[config.mk]
export PLATFORM = sky130hd
export DESIGN_NAME = serial_nibble_rx
export DESIGN_NICKNAME = d
export VERILOG_FILES = /design/src/rtl/serial_nibble_pkg.sv /design/src/rtl/serial_nibble_shifter.sv /design/src/rtl/serial_nibble_rx.sv
export SDC_FILE = /design/constraint.sdc
export NUM_CORES = 1
export LEC_CHECK = 0
export ABC_AREA = 1
export BUFFER_PORTS_ARGS = -buffer_cell sky130_fd_sc_hd__buf_2
export CORE_MARGIN = 1.5
export CORE_UTILIZATION = 45
export DETAILED_ROUTE_END_ITERATION = 6
export GPL_ROUTABILITY_DRIVEN = 1
export PLACE_DENSITY = 0.63
export SLEW_MARGIN = 20
export SYNTH_ARGS = -nofsm -noshare
export SYNTH_HDL_FRONTEND = slang
export SYNTH_HIERARCHICAL = 1
export SYNTH_SLANG_ARGS = --single-unit
[constraint.sdc]
create_clock -name clk -period 3.7 [get_ports clk]
set_input_delay 0.555 -clock clk [delete_from_list [all_inputs] [get_ports clk]]
set_output_delay 0.555 -clock clk [all_outputs]
set_load 0.01 [all_outputs]
[src/rtl/serial_nibble_pkg.sv]
// Shared constants, buffer state encoding and combinational helpers for the
// serial nibble receiver.
package serial_nibble_pkg;

    localparam int DATA_W = 4;

    typedef enum logic {
        EMPTY = 1'b0,
        FULL  = 1'b1
    } buf_state_e;

    // Number of strobed bits per frame: data bits plus an optional parity bit.
    function automatic int frame_len(input bit parity_en);
        return parity_en ? DATA_W + 1 : DATA_W;
    endfunction

    // arrival[k] holds the k-th received data bit; returns the word with bit 3 as MSB.
    function automatic logic [DATA_W-1:0] order_bits(input logic [DATA_W-1:0] arrival,
                                                     input bit msb_first);
        logic [DATA_W-1:0] word;
        word = arrival;
        if (msb_first) begin
            for (int k = 0; k < DATA_W; k++) begin
                word[DATA_W-1-k] = arrival[k];
            end
        end
        return word;
    endfunction

    // High when data plus parity bit do not have an even number of ones.
    function automatic logic even_par_err(input logic [DATA_W-1:0] data, input logic par_bit);
        return (^data) ^ par_bit;
    endfunction

endpackage

[src/rtl/serial_nibble_shifter.sv]
// Serial front end: counts strobed bits, shifts data bits in and flags frame
// completion together with the assembled word and its parity check.
module serial_nibble_shifter
    import serial_nibble_pkg::*;
#(
    parameter bit MSB_FIRST = 1'b0,
    parameter bit PARITY_EN = 1'b1
) (
    input  logic              clk,
    input  logic              rst_n,
    input  logic              din_vld,
    input  logic              din,
    output logic              frame_done,
    output logic [DATA_W-1:0] word,
    output logic              par_err
);

    localparam int FL = frame_len(PARITY_EN);

    logic [2:0]        cnt_q, cnt_d;
    logic [DATA_W-1:0] shift_q, shift_d;
    logic [DATA_W-1:0] shifted;
    logic              last_bit;
    logic              data_bit;

    always_comb begin
        last_bit = (cnt_q == 3'(FL - 1));
        data_bit = (cnt_q < 3'(DATA_W));
        // Shift right so that after DATA_W bits, bit k holds the k-th arrival.
        shifted  = {din, shift_q[DATA_W-1:1]};
        cnt_d    = cnt_q;
        shift_d  = shift_q;
        if (din_vld) begin
            cnt_d = last_bit ? 3'd0 : cnt_q + 3'd1;
            if (data_bit) begin
                shift_d = shifted;
            end
        end
    end

    always_ff @(posedge clk or negedge rst_n) begin
        if (!rst_n) begin
            cnt_q   <= 3'd0;
            shift_q <= '0;
        end else begin
            cnt_q   <= cnt_d;
            shift_q <= shift_d;
        end
    end

    // Without parity the final bit is still on din, so take the word from the shift input.
    assign frame_done = din_vld && last_bit;
    assign word       = order_bits(PARITY_EN ? shift_q : shifted, MSB_FIRST);
    assign par_err    = PARITY_EN ? even_par_err(shift_q, din) : 1'b0;

endmodule

[src/rtl/serial_nibble_rx.sv]
// Serial nibble receiver: shifter front end plus a single-entry output buffer
// that drops (and flags) frames arriving while an unaccepted word is held.
module serial_nibble_rx
    import serial_nibble_pkg::*;
#(
    parameter bit MSB_FIRST = 1'b0,
    parameter bit PARITY_EN = 1'b1
) (
    input  logic              clk,
    input  logic              rst_n,
    input  logic              din_vld,
    input  logic              din,
    output logic [DATA_W-1:0] dout,
    output logic              dout_vld,
    input  logic              dout_rdy,
    output logic              par_err,
    output logic              ovf
);

    logic              frame_done;
    logic [DATA_W-1:0] word;
    logic              word_par_err;

    buf_state_e        state_q, state_d;
    logic [DATA_W-1:0] dout_q, dout_d;
    logic              par_err_q, par_err_d;
    logic              ovf_q, ovf_d;
    logic              handshake;
    logic              load;

    serial_nibble_shifter #(
        .MSB_FIRST (MSB_FIRST),
        .PARITY_EN (PARITY_EN)
    ) u_shifter (
        .clk        (clk),
        .rst_n      (rst_n),
        .din_vld    (din_vld),
        .din        (din),
        .frame_done (frame_done),
        .word       (word),
        .par_err    (word_par_err)
    );

    always_comb begin
        state_d   = state_q;
        dout_d    = dout_q;
        par_err_d = par_err_q;
        ovf_d     = 1'b0;
        load      = 1'b0;
        handshake = (state_q == FULL) && dout_rdy;
        unique case (state_q)
            EMPTY: begin
                if (frame_done) begin
                    load    = 1'b1;
                    state_d = FULL;
                end
            end
            FULL: begin
                if (frame_done) begin
                    // A word leaving this cycle frees the slot for the new one.
                    if (handshake) begin
                        load = 1'b1;
                    end else begin
                        ovf_d = 1'b1;
                    end
                end else if (handshake) begin
                    state_d = EMPTY;
                end
            end
            default: state_d = EMPTY;
        endcase
        if (load) begin
            dout_d    = word;
            par_err_d = word_par_err;
        end
    end

    always_ff @(posedge clk or negedge rst_n) begin
        if (!rst_n) begin
            state_q   <= EMPTY;
            dout_q    <= '0;
            par_err_q <= 1'b0;
            ovf_q     <= 1'b0;
        end else begin
            state_q   <= state_d;
            dout_q    <= dout_d;
            par_err_q <= par_err_d;
            ovf_q     <= ovf_d;
        end
    end

    assign dout     = dout_q;
    assign dout_vld = (state_q == FULL);
    assign par_err  = par_err_q;
    assign ovf      = ovf_q;

endmodule
==> results.cfg, run 1 <==
[outcome]
status = finished, final reports clean

[worst_setup_path]
cp_max_fo = 8
cp-startpoint = u_shifter/cnt_q[0]$_DFFE_PN0P_
crit_buf_inv = 1
critPathSlowestCell = dfrtp_1
r2r_start = u_shifter/cnt_q[0]$_DFFE_PN0P_
critPathArrivalTime_ns = 1.53
max_stage_delay_ns = 0.39
reg2regPathDepth = 7
start_kind = register
crit_top_cell = nand2_1
cp_cell_sequence = inv_1, ha_1, nand2_1, nor2_2, nand2_2, nand2_1, nand2_1
cp.required_ns = 3.86
worstSetupPathType = register to register
critPathTopFamily = simple AND/OR/NAND/NOR gates
end_kind = register
reg2reg_slack_ns = 2.34
worst-path-stages = 7

[yosys]
synth_most_common_cell = nand2_1
syn_area_um2 = 646
async_reset_ff_share_pct = 100
synth_seq_cells = 14
avgSynthCellArea_um2 = 8.49
synth_mux_area_share_pct = 0
synth_cell_types = 13
synth_fa_ha_area_share_pct = 3.88
synth_ff_type = dfrtp_1
synthTopCellsByCount = nand2_1 (25), dfrtp_1 (14), inv_1 (10), nand3_1 (10), o21ai_0 (5)
synthesis.nets = 83
synthDominantCellAreaShare_pct = 54.3
synth_top_family_by_area = simple AND/OR/NAND/NOR gates
yosysSeqAreaShare_pct = 54.3
synthCells = 76
synth_area_leaders = dfrtp_1 (54%), nand2_1 (15%), nand3_1 (7.8%)
yosys.area.top_type = dfrtp_1
synth-xor-area-share_pct = 1.36
yosysWarnings = 6
synth-simple-area-share_pct = 28.9
synth-edff-count = 0
synth-compound-area-share_pct = 4.65

[finish]
seqCellArea_um2 = 350
final_nets = 98
final_layout_size_suffix_gt1_share_pct = 21.3
multi_input_area_um2 = 250
area_growth_pct = 13.8
nFillCells = 118
antenna_cells = 0

[power]
leakage_nw = 0.425
ir_worst_vdd_mv = 0.355
p_switching_uw = 220
p_seq_share_pct = 47.0
combPwrFrac_pct = 38.5
intPower_uw = 338
swShare_pct = 39.4
power_density_nw_per_um2 = 759
finalPower_uw = 557
clkPwrFrac_pct = 14.5

[die]
die-area_um2 = 1670
die_w_um = 40.9
die_h_um = 40.9
core_area_um2 = 1320
initial_utilization_pct = 49.0
io-pin-count = 12
fp-row-count = 13

[sta]
finalCritPeriodShare_pct = 36.8
final-setup-viol-count = 0
relSlewSlack_pct = 79.3
max_freq_ghz = 0.733
maxSlewViolCount = 0
worstMarginPinSlew_ns = 0.311
setup-tns-final_ns = 0
hold_viol_final = 0
skew_ns = 0.00142
rsz0062_at_grt = no
fin_crit_ns = 1.36

[grt]
grt-ovfl-total = 0
grt_start_max_net_pins = 15
antenna_found_initial = 0
first_global_vias = 423
grt_pass1_wl_mm = 1.66
grt.total_usage_pct = 15.5

[cts]
h-tree-depth = 1
clock_sinks = 14
ctsRootBufferMaster = clkbuf_4
cts_resized = 0
ctsLongestPathBuffers = 2
postCtsSetupBuffers = 0
hold_buffers = 0
clk_latency_ns = 0.26
cts_tree = yes
clk_pin_slew_worst_paths_ns = 0.08
cts_buffers = 3

[route]
drc = 0
wl_per_cell_um = 10.2
num_vias = 494
wirelength_mm = 1.06
drt-initial-drc-count = 4
avgViaCountPerCell = 4.75
drtAntennaViolNets = 0
firstDrtPassIters = 2

[placed_design]
finalWeightedCongestion = 0.702
hpwl_um = 805
io_buffer_count = 11

[run]
maxCapViolCount = 0

[hold_path]
hp-class = input pin to async pin
-- path summary, 6_finish.rpt --
path	end
max in group asynchronous	u_shifter/word[0]$_DFFE_PN0P_
min reg2reg	dout[0]$_DFFE_PN0P_
max reg2reg	dout[3]$_DFFE_PN0P_
min in group clk	dout[0]$_DFFE_PN0P_
min	dout[1]$_DFFE_PN0P_
max	dout[3]$_DFFE_PN0P_
-- cell usage in the layout (no fill, tap or decap), drive strengths merged --
cell type  count
a21oi          1
buf           11
inv           10
nand2         28
clkbuf         3
nand3         10
nor2           3
dfrtp         14
xor2           1
nor3           1
o21ai          5
ha             2
-- power groups by stage --
stage	registers, mW	clock network, mW	logic (mW)
floorplan	0.271	0	0.141
global placement	0.265	0	0.211
detailed placement	0.265	0	0.217
CTS	0.263	0.0839	0.216
global route	0.273	0.0911	0.257
finish	0.262	0.0808	0.215
-- layer usage --
layer	routed length (um)	GRT usage (%)
met5	0	0
met4	8	7.50
met3	52	3.26
met2	472	23.4
met1	528	20.7
-- per-stage QoR --
stage,area (um2),setup slack [ns],hold slack [ns],cells,utilization [%]
after floorplan,646,2.39,0.259,76,-
after global placement,712,2.27,0.455,101,54.0
after detailed placement,712,2.26,0.456,101,54.0
after CTS,734,2.33,0.173,104,55.7
after global routing,734,2.19,0.185,104,55.7
final,734,2.34,0.168,104,55.7
-- worst reg2reg max path, cell delays in order, from the launching register on --
cell and delay [ns]:
dfrtp_1 0.39, inv_1 0.10, ha_1 0.15, nand2_1 0.09, nor2_2 0.27, nand2_2 0.14
nand2_1 0.09, nand2_1 0.04
-- area by class of cell --
type	count	share of cell area [%]
clock buffer	3	3.07
tap	15	2.56
multi-input combinational	51	34.1
timing repair buffer	11	7.50
sequential	14	47.7
inverter	10	5.11
-- flip-flops by register name, summed over array words and instances (netlist names) --
name / count
u_shifter/cnt_q: 3
dout: 4
ovf: 1
par_err: 1
u_shifter/word: 4
dout_vld: 1
-- cell families (layout without fill, tap and decap cells) --
kind of cell    Yosys count  count (layout)
buf+inv                  11              24
flops                    14              14
xor+xnor                  1               1
compound gates            6               6
simple gates             42              42
fa+ha+maj                 2               2
Note: power is estimated with default switching activity, not from simulation.
==> inputs of run 2 (changes only) <==
==> constraint.sdc (replaced) <==
create_clock -name clk -period 1.4 [get_ports clk]
set_input_delay 0.21 -clock clk [delete_from_list [all_inputs] [get_ports clk]]
set_output_delay 0.21 -clock clk [all_outputs]
set_load 0.01 [all_outputs]
==> run 2 against run 1 <==
  * Wire length is 0.85% higher
  * Register-to-register slack worse by 2.2 ns
  * Clock skew is 0.0071 ns higher
  * Sequential share of layout area is 1.9 points lower
  * Largest cell class unchanged
  * Power grew to 2.8 times the previous value
  * Cell area is 4.3% higher
  * Cell count is 2.9% higher
  * First-iteration DRC count grew to 5.0 times the previous value
  * Fmax is 7.4% higher
  * Sequential power grew to 2.6 times the previous value
  * Count of clock-buffer cells in the layout is 1 higher
==> results.cfg, run 2 (synthesis results as in run 1) <==
[die]
die-area_um2 = 1670
die_w_um = 40.9
io-pin-count = 12
die_h_um = 40.9
fp-row-count = 13
initial_utilization_pct = 49.0
core_area_um2 = 1320

[worst_setup_path]
cp.required_ns = 1.61
reg2reg_slack_ns = 0.13
regToRegEndpoint = dout[1]$_DFFE_PN0P_
reg2regPathDepth = 7
start_kind = register
end_kind = register
cp_max_fo = 5
critPathArrivalTime_ns = 1.48
worstSetupPathType = register to register
r2r_start = u_shifter/cnt_q[0]$_DFFE_PN0P_

[hold_path]
hold-path-cell-count = 3
min_from = din
worstHoldEndpoint = u_shifter/word[3]$_DFFE_PN0P_
hp-class = input pin to register

[cts]
ctsLongestPathBuffers = 2
ctsRootBufferMaster = clkbuf_4
clk_latency_ns = 0.28
h-tree-depth = 1
clk_pin_slew_worst_paths_ns = 0.09
cts_buffers = 3
postCtsSetupBuffers = 0
cts_tree = yes
clock_sinks = 14

[sta]
max_freq_ghz = 0.787
hold_viol_final = 0
finalCritPeriodShare_pct = 90.7
worstMarginPinSlew_ns = 0.310
setup-tns-final_ns = 0
final-setup-viol-count = 0
rsz0062_at_grt = no
skew_ns = 0.00854
final.setup.worst_slack_ns = 0.130
fin_crit_ns = 1.27
relSlewSlack_pct = 79.3
maxSlewViolCount = 0

[route]
drt-initial-drc-count = 20
wirelength_mm = 1.07
avgViaCountPerCell = 4.72
drc = 0
firstDrtPassIters = 4
wl_per_cell_um = 10.0
num_vias = 505
drtAntennaViolNets = 0

[placed_design]
hpwl_um = 806
dpl_cell_area_um2 = 719
pre_cts_ws_ns = 0.139
finalWeightedCongestion = 0.720
io_buffer_count = 11

[finish]
nFillCells = 117
postLayoutCellArea_um2 = 766
area_growth_pct = 18.6
layout_common_cells = nand2_1 (25), dfrtp_1 (14), buf_2 (11), inv_1 (10), nand3_1 (10)
final_layout_size_suffix_gt1_share_pct = 22.8
antenna_cells = 0
final_nets = 100
layout_commonest_cell = nand2_1

[run]
maxCapViolCount = 0

[grt]
grt-ovfl-total = 0
grt.total_usage_pct = 15.9
grt_start_max_net_pins = 15
antenna_found_initial = 0
grt_pass1_wl_mm = 1.59
first_global_vias = 385

[power]
finalPower_mw = 1.54
leakage_nw = 0.441
ir_worst_vdd_mv = 0.898
power_density_nw_per_um2 = 2010

[outcome]
status = finished, final reports clean
[run 2: area by class of cell]
type | instances | area (um2) | share of cell area [%]
Inverter | 10 | 37.5 | 4.90
Multi-Input combinational cell | 51 | 250 | 32.7
Sequential cell | 14 | 350 | 45.8
Tap cell | 15 | 18.8 | 2.45
Clock buffer | 4 | 36.3 | 4.74
Timing Repair Buffer | 13 | 72.6 | 9.48
[run 2: worst max path at each step]
stage | start | end | slack, ns
4_1_cts | u_shifter/cnt_q[0]$_DFFE_PN0P_ | dout[3]$_DFFE_PN0P_ | 0.11
3_5_place_dp | u_shifter/cnt_q[0]$_DFFE_PN0P_ | dout[3]$_DFFE_PN0P_ | 0.14
3_3_place_gp | u_shifter/cnt_q[0]$_DFFE_PN0P_ | dout[3]$_DFFE_PN0P_ | 0.19
6_report | u_shifter/cnt_q[0]$_DFFE_PN0P_ | dout[1]$_DFFE_PN0P_ | 0.13
2_1_floorplan | u_shifter/cnt_q[0]$_DFFE_PN0P_ | dout[0]$_DFFE_PN0P_ | 0.18
5_1_grt | u_shifter/cnt_q[0]$_DFFE_PN0P_ | dout[3]$_DFFE_PN0P_ | 0.01
[run 2: repair_timing]
action,in CTS,in global routing
hold buffers,1,0
resized for setup,0,0
setup endpoints to repair,0,0
endpoints found under the hold margin,14,0
[run 2: metal layers]
metal | global-route usage [%] | vias to the layer above | routed length (um)
met5 | 0 | - | 0
met4 | 12.5 | 0 | 10
met3 | 6.52 | 2 | 59
li1 | - | 270 | -
met2 | 22.3 | 14 | 480
met1 | 18.9 | 219 | 520
[run 2: critical path, cell delays in order (launching register included)]
cell	delay [ns]
dfrtp_1	0.38
inv_1	0.09
ha_1	0.15
nand2_1	0.09
nor2_2	0.19
buf_4	0.17
nand3_1	0.07
nand2_1	0.07
[run 2: power breakdown]
part | leakage [nW] | switching [mW] | total (mW) | internal [mW]
combinational | 0.240 | 0.340 | 0.569 | 0.229
clock | 0.0210 | 0.128 | 0.285 | 0.158
sequential | 0.180 | 0.114 | 0.687 | 0.573
[run 2: metrics by stage]
step / hold slack, ns / util (%) / std cells
after global routing: 0.219 / 58.1 / 107
after CTS: 0.198 / 58.1 / 107
after floorplan: -0.0856 / - / 76
after detailed placement: 0.124 / 54.6 / 102
after global placement: 0.120 / 54.6 / 102
final: 0.216 / 58.1 / 107
